===== src/rtl/mem_port_arbiter.sv =====
// rtl/mem_port_arbiter.sv - unified memory port arbiter between instruction fetch and load/store
module mem_port_arbiter #(
  parameter int XLEN      = 32,
  parameter int MAX_D_RUN = 4
) (
  input  logic            clk,
  input  logic            rst_n,
  input  logic            if_req,
  input  logic [XLEN-1:0] if_addr,
  output logic            if_valid,
  output logic [XLEN-1:0] if_rdata,
  input  logic            d_req,
  input  logic            d_we,
  input  logic [2:0]      d_size,
  input  logic [XLEN-1:0] d_addr,
  input  logic [XLEN-1:0] d_wdata,
  output logic            d_valid,
  output logic [XLEN-1:0] d_rdata,
  output logic            d_err,
  input  logic            hlt,
  output logic            halted,
  output logic            mem_req,
  output logic            mem_we,
  output logic [XLEN-1:0] mem_addr,
  output logic [3:0]      mem_be,
  output logic [XLEN-1:0] mem_wdata,
  input  logic            mem_ready,
  input  logic [XLEN-1:0] mem_rdata
);

  localparam int NB = XLEN / 8;
  localparam int RW = $clog2(MAX_D_RUN + 1);

  typedef enum logic [2:0] {
    S_IDLE,
    S_BUSY_IF,
    S_BUSY_D,
    S_ERR,
    S_HALTED
  } state_t;

  state_t            state_q, state_d;
  logic [RW-1:0]     run_q, run_d;
  logic              mem_req_q, mem_req_d;
  logic              mem_we_q, mem_we_d;
  logic [XLEN-1:0]   mem_addr_q, mem_addr_d;
  logic [NB-1:0]     mem_be_q, mem_be_d;
  logic [XLEN-1:0]   mem_wdata_q, mem_wdata_d;
  logic [2:0]        size_q, size_d;
  logic [1:0]        lane_q, lane_d;
  logic              if_valid_q, if_valid_d;
  logic [XLEN-1:0]   if_rdata_q, if_rdata_d;
  logic              d_valid_q, d_valid_d;
  logic [XLEN-1:0]   d_rdata_q, d_rdata_d;
  logic              d_err_q, d_err_d;

  logic              d_illegal;
  logic [NB-1:0]     d_be;
  logic [XLEN-1:0]   d_wdata_rep;
  logic [XLEN-1:0]   rd_shift_b;
  logic [XLEN-1:0]   rd_shift_h;
  logic [7:0]        ld_byte;
  logic [15:0]       ld_half;
  logic [XLEN-1:0]   load_ext;
  logic              force_if;
  logic              d_grant;
  logic              unused_if_addr_bits;

  // Fetches are always whole words, so the low fetch address bits carry no information.
  assign unused_if_addr_bits = ^if_addr[1:0];

  // Decode the load/store size into byte enables, replicated write data and legality.
  always_comb begin
    d_illegal   = 1'b0;
    d_be        = '0;
    d_wdata_rep = d_wdata;
    case (d_size)
      3'b000, 3'b100: begin
        d_be        = NB'(1) << d_addr[1:0];
        d_wdata_rep = {NB{d_wdata[7:0]}};
      end
      3'b001, 3'b101: begin
        d_illegal   = d_addr[0];
        d_be        = NB'(3) << {d_addr[1], 1'b0};
        d_wdata_rep = {(NB/2){d_wdata[15:0]}};
      end
      3'b010: begin
        d_illegal   = |d_addr[1:0];
        d_be        = '1;
      end
      default: d_illegal = 1'b1;
    endcase
    // Unsigned sizes only make sense for loads.
    if (d_size[2] && d_we) begin
      d_illegal = 1'b1;
    end
  end

  // Pick the addressed lane out of the returned word and extend it per the captured size.
  always_comb begin
    rd_shift_b = mem_rdata >> {lane_q, 3'b000};
    rd_shift_h = mem_rdata >> {lane_q[1], 4'b0000};
    ld_byte    = rd_shift_b[7:0];
    ld_half    = rd_shift_h[15:0];
    case (size_q)
      3'b000:  load_ext = {{(XLEN-8){ld_byte[7]}}, ld_byte};
      3'b001:  load_ext = {{(XLEN-16){ld_half[15]}}, ld_half};
      3'b100:  load_ext = {{(XLEN-8){1'b0}}, ld_byte};
      3'b101:  load_ext = {{(XLEN-16){1'b0}}, ld_half};
      default: load_ext = mem_rdata;
    endcase
  end

  // Data wins over fetch unless fetch has waited through MAX_D_RUN data grants in a row.
  assign force_if = if_req && (run_q == RW'(MAX_D_RUN));
  assign d_grant  = d_req && !force_if;

  // Arbitration FSM: next state, run counter and registered memory/response outputs.
  always_comb begin
    state_d     = state_q;
    run_d       = run_q;
    mem_req_d   = mem_req_q;
    mem_we_d    = mem_we_q;
    mem_addr_d  = mem_addr_q;
    mem_be_d    = mem_be_q;
    mem_wdata_d = mem_wdata_q;
    size_d      = size_q;
    lane_d      = lane_q;
    if_valid_d  = 1'b0;
    if_rdata_d  = if_rdata_q;
    d_valid_d   = 1'b0;
    d_rdata_d   = d_rdata_q;
    d_err_d     = 1'b0;

    // No pending fetch means nobody is being starved.
    if (!if_req) begin
      run_d = '0;
    end

    case (state_q)
      S_IDLE: begin
        if (hlt) begin
          state_d = S_HALTED;
        end else if (d_grant) begin
          if (if_req && (run_q != RW'(MAX_D_RUN))) begin
            run_d = run_q + RW'(1);
          end
          if (d_illegal) begin
            state_d   = S_ERR;
            d_valid_d = 1'b1;
            d_err_d   = 1'b1;
            d_rdata_d = '0;
          end else begin
            state_d     = S_BUSY_D;
            mem_req_d   = 1'b1;
            mem_we_d    = d_we;
            mem_addr_d  = {d_addr[XLEN-1:2], 2'b00};
            mem_be_d    = d_be;
            mem_wdata_d = d_wdata_rep;
            size_d      = d_size;
            lane_d      = d_addr[1:0];
          end
        end else if (if_req) begin
          state_d     = S_BUSY_IF;
          run_d       = '0;
          mem_req_d   = 1'b1;
          mem_we_d    = 1'b0;
          mem_addr_d  = {if_addr[XLEN-1:2], 2'b00};
          mem_be_d    = '1;
          mem_wdata_d = '0;
        end
      end
      S_BUSY_IF: begin
        if (mem_ready) begin
          mem_req_d  = 1'b0;
          if_valid_d = 1'b1;
          if_rdata_d = mem_rdata;
          state_d    = S_IDLE;
        end
      end
      S_BUSY_D: begin
        if (mem_ready) begin
          mem_req_d = 1'b0;
          d_valid_d = 1'b1;
          d_rdata_d = mem_we_q ? '0 : load_ext;
          state_d   = S_IDLE;
        end
      end
      S_ERR: begin
        state_d = S_IDLE;
      end
      S_HALTED: begin
        state_d = S_HALTED;
      end
      default: begin
        state_d = S_IDLE;
      end
    endcase
  end

  // State and output registers; reset abandons any access in flight.
  always_ff @(posedge clk or negedge rst_n) begin
    if (!rst_n) begin
      state_q     <= S_IDLE;
      run_q       <= '0;
      mem_req_q   <= 1'b0;
      mem_we_q    <= 1'b0;
      mem_addr_q  <= '0;
      mem_be_q    <= '0;
      mem_wdata_q <= '0;
      size_q      <= '0;
      lane_q      <= '0;
      if_valid_q  <= 1'b0;
      if_rdata_q  <= '0;
      d_valid_q   <= 1'b0;
      d_rdata_q   <= '0;
      d_err_q     <= 1'b0;
    end else begin
      state_q     <= state_d;
      run_q       <= run_d;
      mem_req_q   <= mem_req_d;
      mem_we_q    <= mem_we_d;
      mem_addr_q  <= mem_addr_d;
      mem_be_q    <= mem_be_d;
      mem_wdata_q <= mem_wdata_d;
      size_q      <= size_d;
      lane_q      <= lane_d;
      if_valid_q  <= if_valid_d;
      if_rdata_q  <= if_rdata_d;
      d_valid_q   <= d_valid_d;
      d_rdata_q   <= d_rdata_d;
      d_err_q     <= d_err_d;
    end
  end

  assign halted    = (state_q == S_HALTED);
  assign mem_req   = mem_req_q;
  assign mem_we    = mem_we_q;
  assign mem_addr  = mem_addr_q;
  assign mem_be    = mem_be_q;
  assign mem_wdata = mem_wdata_q;
  assign if_valid  = if_valid_q;
  assign if_rdata  = if_rdata_q;
  assign d_valid   = d_valid_q;
  assign d_rdata   = d_rdata_q;
  assign d_err     = d_err_q;

endmodule


===== config.mk =====
export PLATFORM = sky130hd
export DESIGN_NAME = mem_port_arbiter
export DESIGN_NICKNAME = d
export VERILOG_FILES = /design/src/rtl/mem_port_arbiter.sv
export SDC_FILE = /design/constraint.sdc
export NUM_CORES = 1
export LEC_CHECK = 0
export ABC_AREA = 1
export BUFFER_PORTS_ARGS = -buffer_cell sky130_fd_sc_hd__buf_4
export CAP_MARGIN = 20
export CORE_AREA = 2 2 129 131
export DETAILED_ROUTE_END_ITERATION = 16
export DIE_AREA = 0 0 131 133
export PLACE_DENSITY = 0.81
export SLEW_MARGIN = 10
export SYNTH_ARGS = -nofsm -noshare
export SYNTH_HDL_FRONTEND = slang
export SYNTH_SLANG_ARGS = --single-unit

===== constraint.sdc =====
create_clock -name clk -period 1.88 [get_ports clk]
set_input_delay 0.47 -clock clk [delete_from_list [all_inputs] [get_ports clk]]
set_output_delay 0.47 -clock clk [all_outputs]
set_load 0.01 [all_outputs]

* Word level (Yosys, flattened, before mapping) *
Index checks and enable logic that the tools add are counted.

cells by class
  add/subtract/negate cells = 1
  eq/ne operators = 21
  shifts and indexed selects = 4
  mux-type cells = 48
  bitwise gates (word level) = 2
  reduce and logical (&&, ||, !) cells = 21

operator list
  operator                                                               count
  32-bit two-way mux                                                     11
  32-bit one-hot mux with 2 select lines                                 2
  32-bit one-hot mux with 4 select lines                                 1
  32-bit by 5-bit right shift with 16-bit output                         1
  32-bit by 5-bit right shift with 8-bit output                          1
  3-bit two-way mux                                                      10
  3-bit equality test, second input constant                             6
  1-bit two-way mux                                                      16
  4-bit two-way mux                                                      3
  4-bit one-hot mux with 3 select lines                                  1
  2-bit inequality test, second input constant                           5
  5-bit AND reduction                                                    2
  3-bit by 1-bit equality test with 1-bit output, second input constant  3
  3-bit zero test                                                        3
  3-bit inequality test, second input constant                           3
  3-bit one-hot mux with 3 select lines                                  1
  4-bit AND reduction                                                    2
  2-bit OR reduction                                                     4
  3-bit by 2-bit equality test with 1-bit output, second input constant  2
  2-bit nonzero test                                                     3
  1-bit logical AND                                                      4
  4-bit inequality test, second input constant                           1
  1-bit one-hot mux with 2 select lines                                  2
  2-bit AND reduction                                                    2
  7 further kinds                                                        8

storage, ports and cells
  bits in registers = 148
  output and inout bits = 138
  word-level logic and storage cells = 111

* Longest topological paths before layout *
Gate-level depths: netlist (run 1).

  depth in word-level cells = 8
  depth in mapped cells = 11

* Least setup slack after synthesis (run 1) *
Ideal clock, no wire load.

  path kind = register to register
  from = reg run_q[0]
  to = reg mem_wdata_q[24], in the netlist mem_wdata[24]
  library setup time = 117 ps
  data arrival time = 1424 ps
  data required time = 1763 ps
  slack = 339 ps
  stages on the path, launching flop included = 12
  path buffers = 2
  clock period less this slack = 1541 ps
  cells stage by stage = dfrtp_1 > inv_1 > ha_1 > nand3_1 > nand2_2 > inv_2 > nand2_2 > nand3_4 > buf_6 > buf_6 > nand2_1 > nand2_1

between the ends
  word-level cells in the longest chain between the ends = 6

RTL lines
  what                                                                          line  source
  start, declared                                                               43    logic [RW-1:0] run_q, run_d;
  start signal, assigned                                                        220   run_q <= run_d;
  3-bit equality test (*)                                                       115   assign force_if = if_req && (run_q == RW'(MAX_D_RUN));
  1-bit logical AND (*)                                                         115
  1-bit zero test (*)                                                           116   assign d_grant = d_req && !force_if;
  1-bit logical AND (*)                                                         116
  2-bit inequality test (no source line) or 2-bit nonzero test (tied branches)  n/a
  4-bit AND reduction (no source line)                                          n/a
  end signal, assigned                                                          225   mem_wdata_q <= mem_wdata_d;
  end, declared                                                                 48    logic [XLEN-1:0] mem_wdata_q, mem_wdata_d;

Mark *: on every way between the ends. The rest lies on a longest branch, timed or not.
A chain may end at the register's enable or synchronous reset.

* Worst setup path after layout (run 1) *
  from = reg state_q[1]
  to = out halted

between the ends
  word-level cells in the longest chain between the ends = 1

RTL lines
  what                    line  source
  start, declared         42    state_t state_q, state_d;
  start signal, assigned  219   state_q <= state_d;
  3-bit equality test     236   assign halted = (state_q == S_HALTED);
  end, declared           21    output logic halted,

No other way between the ends.

==> flow_metrics.py, run 1 <==
metrics = {
    "clock_tree": {
        "cts_inserted_buffers": 17,
        "clock_path_buffers": 2,
        "cts_setup_buffers": 0,
        "worstSkewPairLatency_ns": 0.42,
        "cts-root-buf": "clkbuf_16",
        "path_clk_slew_ns": 0.05,
        "cts_max_level": 4,
        "cts_tree": "built",
        "clock_sinks": 146,
    },
    "sta": {
        "finClkSkew_ns": 0.0120,
        "layout_min_cycle_time_ns": 1.80,
        "worst_pin_slew_ns": 0.869,
        "finalHoldViolCount": 0,
        "setup_tns_ns": 0,
        "setup_viol": 0,
        "finalMaxSlewViolations": 0,
        "timing.final.ws_setup_ns": 0.0843,
        "fmax_ghz": 0.557,
        "fin_crit_sh_pct": 95.5,
        "rsz0062_at_grt": "no",
        "maxSlewHeadroom_pct": 42.0,
    },
    "floorplan": {
        "die_h_um": 133,
        "dieArea_um2": 17400,
        "io_pins": 276,
        "core_area_um2": 16200,
        "rows": 47,
        "initial_core_util_pct": 44.0,
        "die_x_um": 131,
    },
    "worst_setup_path": {
        "critical_path_class": "reg -> out",
        "slowest_delay_ns": 0.42,
        "worstSetupEndpointType": "primary output",
        "worstPathCellList": "nor3_1 > buf_4",
        "cp-start-kind": "flop",
        "critPathArrivalTime_ns": 1.33,
        "path_max_fanout": 5,
        "path_buf_inv": 1,
        "crit_required_ns": 1.41,
        "path_delay_family": "flip-flops",
        "crit_slowest_cell": "dfrtp_1",
    },
    "placed_design": {
        "port_buffers": 271,
        "gp_congestion": 0.884,
        "dpl.hpwl_um": 16100,
        "placed_area_um2": 9480,
        "place_ws_ns": -0.0919,
    },
    "logic_synthesis": {
        "synth_cells": 926,
        "ys_ff_latch": 146,
        "synth_area_um2": 7120,
        "ys_seq_area_share_pct": 51.3,
        "ys_types": 30,
        "yosysWarnings": 0,
        "synth.avg_cell_area_um2": 7.69,
    },
    "detailed_routing": {
        "wl_per_cell_um": 15.2,
        "drtIter0Drc": 684,
        "antenna_left": 0,
        "wirelength_um": 21700,
        "first_pass_iters": 7,
        "drc_errors": 0,
        "via_per_inst": 5.05,
        "vias": 7219,
    },
    "power_and_ir_drop": {
        "cellPowerDensity_nw_per_um2": 1420,
        "irDropWorstVdd_mv": 0.698,
        "p_leak_nw": 5.62,
    },
    "global_routing": {
        "antenna_found_initial": 0,
        "grtUsageTotal_pct": 24.9,
        "grt_pass1_vias": 6852,
        "grt_pass1_wl_um": 33900,
        "grt_max_degree": 64,
        "grt_overflow": 0,
    },
    "final_layout": {
        "antenna_cells": 0,
        "finalNetCount": 1336,
        "area_growth_pct": 41.6,
        "final_area_um2": 10100,
        "final_layout_size_suffix_gt1_share_pct": 29.7,
    },
    "status": {
        "status": "finished, final reports clean",
    },
    "min_path": {
        "min_path_type": "in -> reg",
    },
    "run": {
        "maxCapViolCount": 0,
    },
}
## state kept, by name, indices dropped and copies added, names as in the netlist, 2 cells and up
name       count
size_q         3
lane_q         2
mem_be         4
if_rdata      32
state_q        3
run_q          3
mem_wdata     32
mem_addr      30
d_rdata       32
## Yosys cell counts
library cell    n  area [µm²]
a211oi_1        4        30.0
a21oi_1        38         190
a31oi_1         1        6.26
buf_1           5        18.8
buf_2          15        75.1
buf_4           3        22.5
buf_6           7        78.8
clkbuf_1       22        82.6
conb_1          1        3.75
dfrtp_1       146        3650
ha_1            2        25.0
inv_1          66         248
inv_2           7        26.3
inv_4           1        6.26
nand2_1       361        1360
nand2_2         7        43.8
nand3_1        77         385
nand3_2         1        10.0
nand3_4         3        52.6
nand4_1         3        18.8
nor2_1         19        71.3
nor2_2          4        25.0
nor3_1          6        30.0
o21ai_0        83         415
o21ai_1        29         145
o21ai_2         1        8.76
o21bai_1        1        7.51
o22ai_1         8        50.1
o31ai_1         1        7.51
or2_2           4        25.0
## area by class of cell
class                      instances  area [µm²]
clock buffer                      20         447
tap                              220         275
fill                            1430        6090
inverter                          74         283
multi-input combinational        656        2930
timing repair buffer             301        2370
clock inverter                    12         131
sequential                       146        3650
## per-stage QoR
stage	total power, mW	std cells	utilization [%]	hold slack, ns
global route	15.3	1429	62.3	0.267
detailed placement	11.0	1395	58.6	0.428
floorplan	8.00	927	-	0.174
finish	14.3	1429	62.3	0.269
CTS	14.4	1428	62.2	0.255
global placement	10.8	1395	58.6	0.427
## logic make-up after synthesis
logic type,count (synthesis),synth area share (%)
AOI/OAI and AO/OA,166,12.1
adders and majority gates,2,0.351
buffers and inverters,126,7.84
DFF,146,51.3
other,1,0.0527
and+or+nand+nor,485,28.3
## path summary, 6_finish.rpt
kind | depth (start not counted) | to | slack, ns | start
hold reg to reg | 2 | mem_addr[21] | 0.48 | mem_addr[21]
min in group asynchronous | 2 | if_rdata[9] | 0.57 | rst_n
setup reg to reg | 10 | mem_addr[2] | 0.14 | run_q[1]
setup / recovery | 2 | halted | 0.08 | state_q[1]
hold / removal | 2 | state_q[1] | 0.27 | mem_ready
max in group asynchronous | 3 | mem_be[0] | 0.74 | rst_n
## metal layers
| layer | up-vias | GRT usage [%] | share of wire (%) |
|---|---|---|---|
| li1 | 3506 | - | - |
| met1 | 3343 | 31.7 | 41 |
| met4 | 0 | 9.46 | 2.8 |
| met3 | 41 | 6.15 | 8.2 |
| met2 | 329 | 40.7 | 48 |
| met5 | - | 0 | 0 |
## where the power goes
part	total [mW]	leakage [nW]	switching, mW	internal, mW
clock network	3.34	0.273	1.35	1.99
logic	5.84	3.44	3.18	2.66
registers	5.16	1.90	0.804	4.35
## cells in the final DEF, fill, tap and decap left out
| master | Yosys | final |
|---|---|---|
| a21oi_1 | 38 | 38 |
| nand2_1 | 361 | 361 |
| clkinvlp_4 | 0 | 4 |
| nand3_2 | 1 | 2 |
| buf_4 | 3 | 291 |
| nor2_2 | 4 | 4 |
| o22ai_1 | 8 | 8 |
| a31oi_1 | 1 | 1 |
| dlygate4sd3_1 | 0 | 1 |
| o21ai_2 | 1 | 1 |
| nand4_1 | 3 | 3 |
| clkbuf_16 | 0 | 17 |
| nand2_2 | 7 | 6 |
| inv_2 | 7 | 6 |
| o21ai_0 | 83 | 83 |
| conb_1 | 1 | 2 |
| nand3_4 | 3 | 3 |
| clkbuf_1 | 22 | 2 |
| clkbuf_8 | 0 | 1 |
| inv_4 | 1 | 2 |
| o31ai_1 | 1 | 1 |
| clkinv_4 | 0 | 1 |
| buf_6 | 7 | 1 |
| inv_6 | 0 | 2 |
| nand3_1 | 77 | 77 |
| or2_2 | 4 | 4 |
| nor3_1 | 6 | 6 |
| clkinv_2 | 0 | 3 |
| buf_12 | 0 | 8 |
| bufinv_16 | 0 | 2 |
| o21bai_1 | 1 | 1 |
| nand2_4 | 0 | 1 |
| inv_1 | 66 | 66 |
| nor2_1 | 19 | 19 |
| dfrtp_1 | 146 | 146 |
| o21ai_1 | 29 | 29 |
| a211oi_1 | 4 | 4 |
| ha_1 | 2 | 2 |
## repair_timing
item / in CTS / in global routing
gates resized for setup: 0 / 3
endpoints found under the hold margin: 40 / 0
hold buffers: 1 / 0
setup endpoints to repair: 0 / 41
Power figures use the tool's default switching activity.
==> run 2, diff against run 1 <==
--- a/config.mk
+++ b/config.mk
@@ -8,10 +8,10 @@
 export ABC_AREA = 1
 export BUFFER_PORTS_ARGS = -buffer_cell sky130_fd_sc_hd__buf_4
 export CAP_MARGIN = 20
-export CORE_AREA = 2 2 129 131
+export CORE_AREA = 2 2 158 160
 export DETAILED_ROUTE_END_ITERATION = 16
-export DIE_AREA = 0 0 131 133
-export PLACE_DENSITY = 0.81
+export DIE_AREA = 0 0 160 162
+export PLACE_DENSITY = 0.6
 export SLEW_MARGIN = 10
 export SYNTH_ARGS = -nofsm -noshare
 export SYNTH_HDL_FRONTEND = slang
==> flow_metrics.py, run 2 (synthesis results as in run 1) <==
metrics = {
    "status": {
        "status": "finished, final reports clean",
    },
    "clock_tree": {
        "cts_setup_buffers": 0,
        "cts-root-buf": "clkbuf_16",
        "clock_sinks": 146,
        "path_clk_slew_ns": 0.06,
        "cts_tree": "built",
        "clock_path_buffers": 2,
        "worstSkewPairLatency_ns": 0.42,
        "cts_max_level": 4,
        "cts_inserted_buffers": 17,
    },
    "placed_design": {
        "port_buffers": 271,
        "place_ws_ns": 0.0136,
        "gp_congestion": 0.858,
        "dp.cells": 1502,
        "dpl.hpwl_um": 17400,
        "placed_area_um2": 9630,
    },
    "worst_setup_path": {
        "slowest_delay_ns": 0.43,
        "cp-start-kind": "flop",
        "path_max_fanout": 5,
        "crit_slowest_cell": "dfrtp_1",
        "critical_path_class": "reg -> out",
        "r2r_cells": 7,
        "reg2reg_slack_ns": 0.15,
        "timing.rr.end": "d_rdata[28]",
        "path_delay_family": "flip-flops",
        "path_buf_inv": 1,
        "worstSetupEndpointType": "primary output",
        "crit_required_ns": 1.41,
        "worstPathCellList": "nor3_1 > buf_4",
        "critPathArrivalTime_ns": 1.32,
        "r2r_start": "state_q[2]",
    },
    "detailed_routing": {
        "drc_errors": 0,
        "first_pass_iters": 5,
        "antenna_left": 0,
        "vias": 7003,
        "wirelength_um": 23200,
        "wl_per_cell_um": 15.1,
        "drtIter0Drc": 302,
        "via_per_inst": 4.56,
    },
    "power_and_ir_drop": {
        "p_leak_nw": 5.65,
        "p_int_mw": 9.15,
        "combinationalPowerShare_pct": 40.2,
        "cellPowerDensity_nw_per_um2": 1420,
        "p_sw_share_pct": 37.3,
        "clkPwrFrac_pct": 24.9,
        "p_sw_mw": 5.45,
        "seqPwrFrac_pct": 34.9,
        "irDropWorstVdd_mv": 0.583,
        "power.total_mw": 14.6,
    },
    "final_layout": {
        "utilization_pct": 42.6,
        "fill_cells": 2513,
        "layout_common_cells": "361 x nand2_1, 294 x buf_4, 146 x dfrtp_1",
        "final_common_cell": "nand2_1",
        "final_area_um2": 10300,
        "area_growth_pct": 44.3,
        "seq_area_um2": 3650,
        "fin_cells": 1536,
        "multi_input_area_um2": 2920,
        "final_layout_size_suffix_gt1_share_pct": 30.0,
        "finalNetCount": 1338,
    },
    "global_routing": {
        "grtUsageTotal_pct": 17.9,
        "grt_use_met3_pct": 4.62,
        "met2_usage_pct": 28.6,
        "grt_max_degree": 64,
        "grt_overflow": 0,
        "use_met1_pct": 23.9,
        "busiest_layer": "met2",
        "grt_pass1_wl_um": 36900,
        "grt_pass1_vias": 6803,
        "antenna_found_initial": 1,
    },
    "sta": {
        "finClkSkew_ns": 0.0123,
        "finalHoldViolCount": 0,
        "layout_min_cycle_time_ns": 1.79,
        "worst_pin_slew_ns": 0.793,
        "rsz0062_at_grt": "yes",
        "timing.final.ws_setup_ns": 0.0875,
        "finalMaxSlewViolations": 0,
        "maxSlewHeadroom_pct": 47.1,
        "fmax_ghz": 0.558,
        "fin_crit_sh_pct": 95.3,
        "setup_tns_ns": 0,
        "hold_ws_ns": 0.275,
        "setup_viol": 0,
    },
    "floorplan": {
        "die_h_um": 162,
        "io_pins": 276,
        "initial_core_util_pct": 29.5,
        "rows": 57,
        "dieArea_um2": 25900,
        "die_x_um": 160,
        "core_area_um2": 24100,
    },
    "run": {
        "maxCapViolCount": 0,
    },
    "min_path": {
        "worstHoldEndpoint": "state_q[2]",
        "min_path_type": "in -> reg",
        "min_from": "hlt",
        "min_path_cells": 3,
    },
}
-- run 2: cell types whose count changed in the layout (fill, tap and decap cells not counted), sizes merged --
cell | before | now
bufinv | 2 | 3
nand3 | 82 | 81
diode | 0 | 1
clkinv | 4 | 1
buf | 300 | 303
clkbuf | 20 | 18
clkinvlp | 4 | 3
inv | 76 | 81
-- run 2: how the worst max path moves through the flow --
stage,startpoint,endpoint,slack (ns),depth (start not counted)
global route,state_q[2],d_rdata[28],-0.008,7
finish,state_q[1],halted,0.09,2
detailed placement,d_size[0],mem_addr[3],0.01,11
global placement,d_size[0],mem_addr[18],0.07,11
CTS,state_q[1],halted,0.06,2
floorplan,run_q[0],mem_wdata[24],0.34,11
-- run 2: timing repair --
item                       in CTS  in global routing
hold endpoints to repair       35                  0
hold buffers                    1                  0
gates resized for setup         0                  4
setup endpoints to repair       0                 31
-- run 2: layer usage --
metal / wire, µm / up-vias
li1: - / 3513
met5: 0 / -
met2: 10700 / 264
met3: 1780 / 23
met1: 10300 / 3203
met4: 452 / 0
-- run 2: tightest hold or removal path, delay by kind of cell --
| family | cells | cell delay (ns) |
|---|---|---|
| AOI/OAI and AO/OA | 1 | 0.05 |
| buffers and inverters | 2 | 0.13 |
-- run 2: area by class of cell --
| type | count | area share (%) |
|---|---|---|
| clock inverter | 14 | 1.88 |
| sequential | 146 | 35.6 |
| clock buffer | 18 | 4.18 |
| multi-input combinational | 655 | 28.4 |
| timing repair buffer | 304 | 23.2 |
| tap | 324 | 3.95 |
| inverter | 74 | 2.75 |
| antenna | 1 | 0.0244 |
-- run 2: power by group through the flow --
stage          combinational (mW)  clock, mW  sequential (mW)
2_1_floorplan                2.43          0             5.57
3_3_place_gp                 5.88          0             5.11
3_5_place_dp                 5.94          0             5.13
4_1_cts                      5.94       3.73             5.11
5_1_grt                      6.51       3.86             5.26
6_report                     5.87       3.64             5.10
==> run 3, diff against run 2 <==
--- a/config.mk
+++ b/config.mk
@@ -11,6 +11,7 @@
 export CORE_AREA = 2 2 158 160
 export DETAILED_ROUTE_END_ITERATION = 16
 export DIE_AREA = 0 0 160 162
+export MAX_ROUTING_LAYER = met4
 export PLACE_DENSITY = 0.6
 export SLEW_MARGIN = 10
 export SYNTH_ARGS = -nofsm -noshare
==> flow_metrics.py, run 3 (synthesis results as in run 1) <==
metrics = {
    "detailed_routing": {
        "wl_per_cell_um": 15.1,
        "vias": 6957,
        "wirelength_um": 23200,
        "via_per_inst": 4.53,
        "antenna_left": 0,
        "drtIter0Drc": 323,
        "first_pass_iters": 4,
        "drc_errors": 0,
    },
    "sta": {
        "maxSlewHeadroom_pct": 47.2,
        "fin_crit_sh_pct": 95.7,
        "rsz0062_at_grt": "yes",
        "setup_viol": 0,
        "fmax_ghz": 0.556,
        "finClkSkew_ns": 0.0123,
        "worst_pin_slew_ns": 0.792,
        "finalHoldViolCount": 0,
        "layout_min_cycle_time_ns": 1.80,
        "finalMaxSlewViolations": 0,
    },
    "worst_setup_path": {
        "crit_slowest_cell": "dfrtp_1",
        "crit_required_ns": 1.41,
        "worstSetupEndpointType": "primary output",
        "critPathArrivalTime_ns": 1.33,
        "path_buf_inv": 1,
        "path_max_fanout": 5,
        "worstPathCellList": "nor3_1 > buf_4",
        "critical_path_class": "reg -> out",
        "slowest_delay_ns": 0.43,
        "cp-start-kind": "flop",
        "path_delay_family": "flip-flops",
    },
    "clock_tree": {
        "cts-root-buf": "clkbuf_16",
        "worstSkewPairLatency_ns": 0.42,
        "clock_sinks": 146,
        "path_clk_slew_ns": 0.06,
        "cts_inserted_buffers": 17,
        "cts_setup_buffers": 0,
        "cts_tree": "built",
        "cts_max_level": 4,
        "clock_path_buffers": 2,
    },
    "global_routing": {
        "grt_max_degree": 64,
        "grt_overflow": 0,
        "busiest_layer": "met2",
        "use_met1_pct": 24.1,
        "grtUsageTotal_pct": 18.5,
        "antenna_found_initial": 1,
        "grt_pass1_vias": 6809,
        "met2_usage_pct": 28.7,
        "grt_use_met3_pct": 4.21,
        "grt_pass1_wl_um": 36800,
    },
    "floorplan": {
        "io_pins": 276,
        "die_h_um": 162,
        "die_x_um": 160,
        "rows": 57,
        "initial_core_util_pct": 29.5,
        "core_area_um2": 24100,
        "dieArea_um2": 25900,
    },
    "final_layout": {
        "multi_input_area_um2": 2920,
        "finalNetCount": 1338,
        "utilization_pct": 42.6,
        "layout_common_cells": "361 x nand2_1, 294 x buf_4, 146 x dfrtp_1",
        "seq_area_um2": 3650,
        "final_common_cell": "nand2_1",
        "final_layout_size_suffix_gt1_share_pct": 30.0,
        "area_growth_pct": 44.3,
        "fill_cells": 2513,
    },
    "min_path": {
        "min_path_type": "in -> reg",
    },
    "power_and_ir_drop": {
        "irDropWorstVdd_mv": 0.588,
        "cellPowerDensity_nw_per_um2": 1420,
        "power.total_mw": 14.6,
        "p_leak_nw": 5.65,
    },
    "run": {
        "maxCapViolCount": 0,
    },
    "placed_design": {
        "dpl.hpwl_um": 17400,
        "gp_congestion": 0.872,
        "port_buffers": 271,
    },
    "status": {
        "status": "finished, final reports clean",
    },
}
run 3: cell counts in the layout (fill, tap and decap cells not counted):
No cell type changed its count.
run 3: what timing repair did:
action,4_1_cts,5_1_grt
setup endpoints to repair,0,31
hold endpoints to repair,35,0
hold buffers,1,0
gates resized for setup,0,4
run 3: path summary, 6_finish.rpt:
check | from | to | slack (ns) | depth (start not counted)
hold reg to reg | mem_addr[15] | mem_addr[15] | 0.48 | 2
max in group asynchronous | rst_n | if_rdata[21] | 0.74 | 3
setup / recovery | state_q[1] | halted | 0.08 | 2
min in group asynchronous | rst_n | if_rdata[8] | 0.53 | 2
setup reg to reg | state_q[2] | d_rdata[28] | 0.16 | 7
hold / removal | hlt | state_q[2] | 0.28 | 3
run 3: layer usage:
layer  vias to the layer above  part of all wire [%]
li1                       3512                     -
met1                      3173                    45
met2                       251                    47
met3                        21                   7.1
met4                         0                   1.7
met5                         -                     0
run 3: where the power goes:
part           switching [mW]  internal [mW]  total [mW]
logic                    3.20           2.66        5.87
clock network            1.49           2.14        3.63
registers               0.753           4.35        5.10
run 3: area by class of cell:
cell class,count,share of cell area (%)
Antenna cell,1,0.0244
Clock buffer,18,4.18
Clock inverter,14,1.88
Inverter,74,2.75
Multi-Input combinational cell,655,28.4
Sequential cell,146,35.6
Tap cell,324,3.95
Timing Repair Buffer,304,23.2
run 3: worst register-to-register path, stage by stage (launching register included):
cell and delay (ns):
dfrtp_1 0.39, inv_1 0.10, nand3_1 0.13, nor2_2 0.18
inv_1 0.37, a21oi_1 0.31, nand3_1 0.12, nand2_1 0.07
run 3: through the flow:
| step | instances | hold slack [ns] | setup TNS (ns) | cell area, µm² | setup slack [ns] |
|---|---|---|---|---|---|
| floorplan | 927 | 0.174 | 0 | 7120 | 0.339 |
| global placement | 1502 | 0.412 | 0 | 9630 | 0.0707 |
| detailed placement | 1502 | 0.409 | 0 | 9630 | 0.0136 |
| CTS | 1535 | 0.256 | 0 | 10300 | 0.0565 |
| global route | 1536 | 0.283 | -0.00981 | 10300 | -0.00804 |
| finish | 1536 | 0.277 | 0 | 10300 | 0.0801 |
